## src/rtl/gate_io_pkg.sv

```systemverilog
// Shared types and helpers for the push-button conditioning block.
// Latency: n/a (declarations only).
// Backpressure: n/a (declarations only).
package gate_io_pkg;

    // Number of push-button channels. Bit 0 feeds gate in1, bit 1 feeds in2.
    localparam int NUM_KEYS = 2;

    // One bit per key channel.
    typedef logic [NUM_KEYS-1:0] key_vec_t;

    // Width of a counter that must hold 0 .. value-1.
    // $clog2(1) is 0, so the result is clamped to at least one bit.
    function automatic int clog2_min1(input int value);
        int w;
        w = $clog2(value);
        return (w < 1) ? 1 : w;
    endfunction

endpackage : gate_io_pkg

```

## src/rtl/dual_key_debounce_if.sv

```systemverilog
// Bundle of key inputs and conditioned outputs for the dual-key debouncer.
// Latency: n/a (wiring only).
// Backpressure: none; every signal is a plain level or pulse.
//
// Signals:
//   key_raw    raw asynchronous button pins (polarity set by the debouncer)
//   key_out    debounced level per key, 1 = pressed
//   press_p    1-cycle pulse when key_out rises
//   release_p  1-cycle pulse when key_out falls
// Modports:
//   master     the side that owns the buttons and consumes the results
//   slave      the debouncer itself
interface dual_key_debounce_if;
    import gate_io_pkg::*;

    key_vec_t key_raw;
    key_vec_t key_out;
    key_vec_t press_p;
    key_vec_t release_p;

    modport master (
        output key_raw,
        input  key_out,
        input  press_p,
        input  release_p
    );

    modport slave (
        input  key_raw,
        output key_out,
        output press_p,
        output release_p
    );

endinterface : dual_key_debounce_if

```

## src/rtl/debounce_channel.sv

```systemverilog
// One key: polarity normalise, 2-FF synchroniser, stable-count filter, edge pulses.
// Latency: level changes DEBOUNCE_CYCLES+1 edges after the first s1 capture.
// Backpressure: none; outputs are free-running registers.
//
// Ports:
//   clk      system clock
//   rst_n    asynchronous active-low reset
//   raw      asynchronous button pin
//   level    debounced level, 1 = pressed
//   rise_p   1-cycle pulse on the first cycle level is 1
//   fall_p   1-cycle pulse on the first cycle level is 0
module debounce_channel
    import gate_io_pkg::*;
#(
    parameter logic [15:0] DEBOUNCE_CYCLES = 16'd50000,
    parameter bit          RAW_ACTIVE_LOW  = 1'b1
) (
    input  logic clk,
    input  logic rst_n,
    input  logic raw,
    output logic level,
    output logic rise_p,
    output logic fall_p
);

    // Counter holds 0 .. DEBOUNCE_CYCLES-1; the terminal value is where a
    // change is accepted, so the counter never needs to reach DEBOUNCE_CYCLES.
    localparam int              CNT_W    = clog2_min1(int'(DEBOUNCE_CYCLES));
    localparam logic [CNT_W-1:0] CNT_TERM = CNT_W'(DEBOUNCE_CYCLES - 16'd1);

    // Normalised key: 1 = pressed regardless of button wiring.
    logic             key_norm;
    logic             s1;
    logic             s2;
    logic [CNT_W-1:0] cnt;

    assign key_norm = raw ^ RAW_ACTIVE_LOW;

    // The synchroniser holds normalised values, so clearing it to 0 puts it
    // at the "not pressed" idle level whatever the pin polarity is.
    always_ff @(posedge clk or negedge rst_n) begin
        if (!rst_n) begin
            s1     <= 1'b0;
            s2     <= 1'b0;
            cnt    <= '0;
            level  <= 1'b0;
            rise_p <= 1'b0;
            fall_p <= 1'b0;
        end else begin
            s1     <= key_norm;
            s2     <= s1;
            rise_p <= 1'b0;
            fall_p <= 1'b0;

            if (s2 == level) begin
                // Any sample agreeing with the current level restarts the
                // stability window, which is what rejects bounce.
                cnt <= '0;
            end else if (cnt == CNT_TERM) begin
                // DEBOUNCE_CYCLES consecutive differing samples: accept.
                level  <= s2;
                cnt    <= '0;
                rise_p <= s2;
                fall_p <= ~s2;
            end else begin
                cnt <= cnt + 1'b1;
            end
        end
    end

    // A channel can only move in one direction per edge.
    a_pulse_exclusive : assert property (
        @(posedge clk) disable iff (!rst_n) !(rise_p && fall_p)
    );

    // Pulses coincide with the level they announce.
    a_rise_level : assert property (
        @(posedge clk) disable iff (!rst_n) rise_p |-> level
    );

    a_fall_level : assert property (
        @(posedge clk) disable iff (!rst_n) fall_p |-> !level
    );

endmodule : debounce_channel

```

## src/rtl/dual_key_debounce.sv

```systemverilog
// Conditions two raw push-buttons into clean levels plus press/release pulses.
// Latency: key_out changes DEBOUNCE_CYCLES+1 edges after the first sync capture.
// Backpressure: none; outputs are registers updated every clk edge.
//
// Ports:
//   clk    system clock, sole clock domain
//   rst_n  asynchronous active-low reset (release synchronised by the user)
//   io     slave side of dual_key_debounce_if:
//            key_raw   in   raw button pins, polarity per RAW_ACTIVE_LOW
//            key_out   out  debounced level, bit 0 -> in1, bit 1 -> in2
//            press_p   out  1-cycle pulse on key_out 0->1
//            release_p out  1-cycle pulse on key_out 1->0
//
// DEBOUNCE_CYCLES must be at least 1.
module dual_key_debounce
    import gate_io_pkg::*;
#(
    parameter logic [15:0] DEBOUNCE_CYCLES = 16'd50000,
    parameter bit          RAW_ACTIVE_LOW  = 1'b1
) (
    input  logic                 clk,
    input  logic                 rst_n,
    dual_key_debounce_if.slave   io
);

    key_vec_t level;
    key_vec_t rise;
    key_vec_t fall;

    // Channels share nothing but clock and reset, so simultaneous presses
    // simply produce simultaneous pulses.
    for (genvar g = 0; g < NUM_KEYS; g++) begin : g_key
        debounce_channel #(
            .DEBOUNCE_CYCLES (DEBOUNCE_CYCLES),
            .RAW_ACTIVE_LOW  (RAW_ACTIVE_LOW)
        ) u_channel (
            .clk    (clk),
            .rst_n  (rst_n),
            .raw    (io.key_raw[g]),
            .level  (level[g]),
            .rise_p (rise[g]),
            .fall_p (fall[g])
        );
    end

    assign io.key_out   = level;
    assign io.press_p   = rise;
    assign io.release_p = fall;

endmodule : dual_key_debounce
```

## src/flat_wrapper.sv

```systemverilog
// flat-port wrapper written by rule: the top's interface ports become plain ports
module dual_key_debounce_flat import gate_io_pkg::*;
#(
    parameter logic [15:0] DEBOUNCE_CYCLES = 16'd50000,
    parameter bit          RAW_ACTIVE_LOW  = 1'b1
)
  (clk, rst_n, io_key_raw, io_key_out, io_press_p, io_release_p);
  dual_key_debounce_if io_i ();
  input  logic clk;
  input  logic rst_n;
  input wire logic [$bits(io_i.key_raw)-1:0] io_key_raw;
  output wire logic [$bits(io_i.key_out)-1:0] io_key_out;
  output wire logic [$bits(io_i.press_p)-1:0] io_press_p;
  output wire logic [$bits(io_i.release_p)-1:0] io_release_p;
  assign io_i.key_raw = io_key_raw;
  assign io_key_out = io_i.key_out;
  assign io_press_p = io_i.press_p;
  assign io_release_p = io_i.release_p;
  dual_key_debounce #(.DEBOUNCE_CYCLES(DEBOUNCE_CYCLES), .RAW_ACTIVE_LOW(RAW_ACTIVE_LOW)) u_core (.clk(clk), .rst_n(rst_n), .io(io_i));
endmodule
```

## config.mk

```make
export PLATFORM = sky130hd
export DESIGN_NAME = dual_key_debounce_flat
export DESIGN_NICKNAME = d
export VERILOG_FILES = /design/src/rtl/gate_io_pkg.sv /design/src/rtl/dual_key_debounce_if.sv /design/src/rtl/debounce_channel.sv /design/src/rtl/dual_key_debounce.sv /design/src/flat_wrapper.sv
export SDC_FILE = /design/constraint.sdc
export NUM_CORES = 1
export LEC_CHECK = 0
export ABC_CLOCK_PERIOD_IN_PS = 2100
export CORE_AREA = 2 2 61 63
export CTS_CLUSTER_SIZE = 10
export DETAILED_ROUTE_END_ITERATION = 10
export DIE_AREA = 0 0 63 65
export DONT_BUFFER_PORTS = 1
export PLACE_DENSITY = 0.73
export SETUP_SLACK_MARGIN = 0.2
export SYNTH_ARGS = -nofsm -noshare
export SYNTH_HDL_FRONTEND = slang
export SYNTH_HIERARCHICAL = 1
export SYNTH_SLANG_ARGS = --single-unit
```

## constraint.sdc

```tcl
create_clock -name clk -period 2.1 [get_ports clk]
set_input_delay 0.42 -clock clk [delete_from_list [all_inputs] [get_ports clk]]
set_output_delay 0.42 -clock clk [all_outputs]
set_load 0.03 [all_outputs]
```

==> impl_metrics.tcl <==
set metrics [dict create \
    cp_slowest_cell "dfrtp_1" \
    synth_fp_nets 188 \
    drv_slew 0 \
    yosys.area.top_type "dfrtp_1" \
    synth_flop_cell "dfrtp_1" \
    die_area_um2 4095 \
    maxCapViolCount 0 \
    clock_latency_ps 350 \
    io-pin-count 10 \
    synth_top_area_share_pct 53.16 \
    routed_via_density 5.534 \
    cts_setup_buffers 0 \
    cts.path.max_buffers 2 \
    grt_pass1_wl_um 5851 \
    worstPathCellList "ha_1 -> and3_1 -> nand4_2 -> nand2_2 -> nor2_1" \
    ant_nets 0 \
    drive_gt1_share_pct 9.239 \
    critical_path_required_ps 2330 \
    drt_first_pass_iters 4 \
    synth_cells 182 \
    rsz0062_at_grt "false" \
    synth_commonest_cells "42 x dfrtp_1, 34 x nor2_1, 18 x xnor2_1" \
    cp_max_fo 15 \
    area_delta_synth_final_pct 5.823 \
    synth_most_common_cell "dfrtp_1" \
    dieWidth_um 63 \
    cts-resized-gates 0 \
    syn_area_per_cell_um2 10.86 \
    vias 1284 \
    cts_buffers 5 \
    hold_ws_ps 118.7 \
    place_area_um2 1984 \
    end_kind "flop" \
    finalCritPeriodShare_pct 79.96 \
    setup_violations 0 \
    fp.dieH_um 65 \
    coreArea_um2 3496 \
    fin_crit_ps 1679 \
    seq_area_frac_synth_pct 53.16 \
    tightestPinTransition_ps 401.3 \
    fillers 300 \
    status "completed" \
    crit_type "flop to flop" \
    diodes 0 \
    critical_path_buf_inv_count 0 \
    ir_drop_v 0.0004785 \
    final_util_pct 59.84 \
    grt_max_degree 43 \
    synth_edf_count 0 \
    p_leak_nw 0.9015 \
    async_flop_share_pct 100.0 \
    cts_tree "done" \
    wirelength_um 3258 \
    rows 22 \
    clkSinkCount 42 \
    synth_area_leaders "dfrtp_1 53%, xnor2_1 8.0%, nor2_1 6.5%" \
    root_buffer "clkbuf_4" \
    port_buffers 0 \
    hpwl_um 2212 \
    initialDrtViolationCount 51 \
    post_drt_wl_per_cell_um 14.04 \
    drc 0 \
    antenna_found_initial 0 \
    hold_class "input pin to flop" \
    overflow 0 \
    final_nets 189 \
    clk_pin_slew_ps 110 \
    gp_congestion 0.9008 \
    fin_area_um2 2092 \
    critPathMaxStageDelay_ps 430 \
    grt_pass1_vias 1351 \
    ys_warn_count 6 \
    grtUsageTotal_pct 18.60 \
    netlist_area_um2 1977 \
    slew_headroom_pct 73.25 \
    crit_family "simple AND/OR/NAND/NOR gates" \
    critPathArrivalTime_ps 1910 \
    synth_cell_types 24 \
    cts-htree-levels 2 \
    critPathLaunchType "flop" \
    max_freq_ghz 0.5955 \
    start_util_pct 56.55 \
    power.density_nw_per_um2 661.3 \
    ys_ff_latch 42 \
    tns_ps 0 \
    fin_skew_ps 19.45 \
    timing.final.hold_violations 0 \
]
[power by group]
part           internal, mW  switching [mW]
Clock                 0.247           0.254
Combinational        0.0161          0.0324
Sequential            0.822          0.0123
[path summary, 6_finish.rpt]
| path | slack, ps | start | end | cells past startpoint |
|---|---|---|---|---|
| setup / recovery | 420 | u_core/g_key[1].u_channel/cnt[0] | u_core/g_key[1].u_channel/cnt[11] | 5 |
| hold / removal | 120 | io_key_raw[1] | u_core/g_key[1].u_channel/s1 | 1 |
| setup reg to reg | 420 | u_core/g_key[1].u_channel/cnt[0] | u_core/g_key[1].u_channel/cnt[11] | 5 |
| hold reg to reg | 360 | u_core/g_key[0].u_channel/s1 | u_core/g_key[0].u_channel/s2 | 0 |
| max in group asynchronous | 1370 | rst_n | u_core/g_key[0].u_channel/s1 | 2 |
| min in group asynchronous | 510 | rst_n | u_core/g_key[0].u_channel/cnt[9] | 2 |
[stage by stage]
stage / instances / setup WS [ps] / total power, mW
global placement: 222 / 511.4 / 0.8755
CTS: 232 / 423.9 / 1.403
floorplan: 182 / 618.5 / 0.8729
global route: 232 / 267.2 / 1.449
detailed placement: 222 / 434.0 / 0.8770
finish: 232 / 420.8 / 1.383
[flip-flops by register name, indices dropped and copies added, names as in the netlist]
signal,flops
u_core/g_key.u_channel/s2,2
u_core/g_key.u_channel/s1,2
u_core/g_key.u_channel/rise_p,2
u_core/g_key.u_channel/level,2
u_core/g_key.u_channel/fall_p,2
u_core/g_key.u_channel/cnt,32
[placed cells by master, fill, tap and decap left out, types with 4 or more instances in the layout]
| cell | n |
|---|---|
| dfrtp_1 | 42 |
| nor4_1 | 6 |
| nor3b_1 | 4 |
| nand4_1 | 12 |
| xnor2_1 | 18 |
| inv_1 | 4 |
| nor2_1 | 34 |
| xor2_1 | 12 |
| clkbuf_4 | 5 |
| and3_1 | 6 |
| nand3_1 | 10 |
| nor3_1 | 4 |
[worst reg2reg max path: stages, from the launching register on]
cell and delay, ps:
dfrtp_1 430, ha_1 230, and3_1 310, nand4_2 200
nand2_2 300, nor2_1 100
[layout make-up]
cell class / instances / area, um2 / share of cell area (%)
clock buffer: 5 / 37.54 / 1.794
clock inverter: 3 / 40.04 / 1.914
inverter: 4 / 15.01 / 0.7177
multi-input combinational: 128 / 858.3 / 41.03
sequential: 42 / 1051 / 50.24
tap: 48 / 60.06 / 2.871
timing repair buffer: 2 / 30.03 / 1.435
[repair_timing]
| item | in CTS | in global routing |
|---|---|---|
| endpoints found under the setup margin | 0 | 0 |
| hold buffers | 2 | 0 |
| endpoints found under the hold margin | 42 | 0 |
[kinds of logic (layout without fill, tap and decap cells)]
logic type | after synthesis | after routing | synth area share [%]
xor gates and xnor gates | 30 | 30 | 13.29
adders and majority gates | 2 | 2 | 1.266
buffers and inverters | 12 | 14 | 3.417
DFF | 42 | 42 | 53.16
muxes | 2 | 2 | 1.139
and+or+nand+nor | 94 | 94 | 27.72
[per-layer routing]
metal / wire, um / track usage (%)
met4: 85 / 10.00
met1: 1396 / 21.40
met5: 0 / 0
met2: 1624 / 31.91
met3: 152 / 4.688
Power figures use the tool's default switching activity.
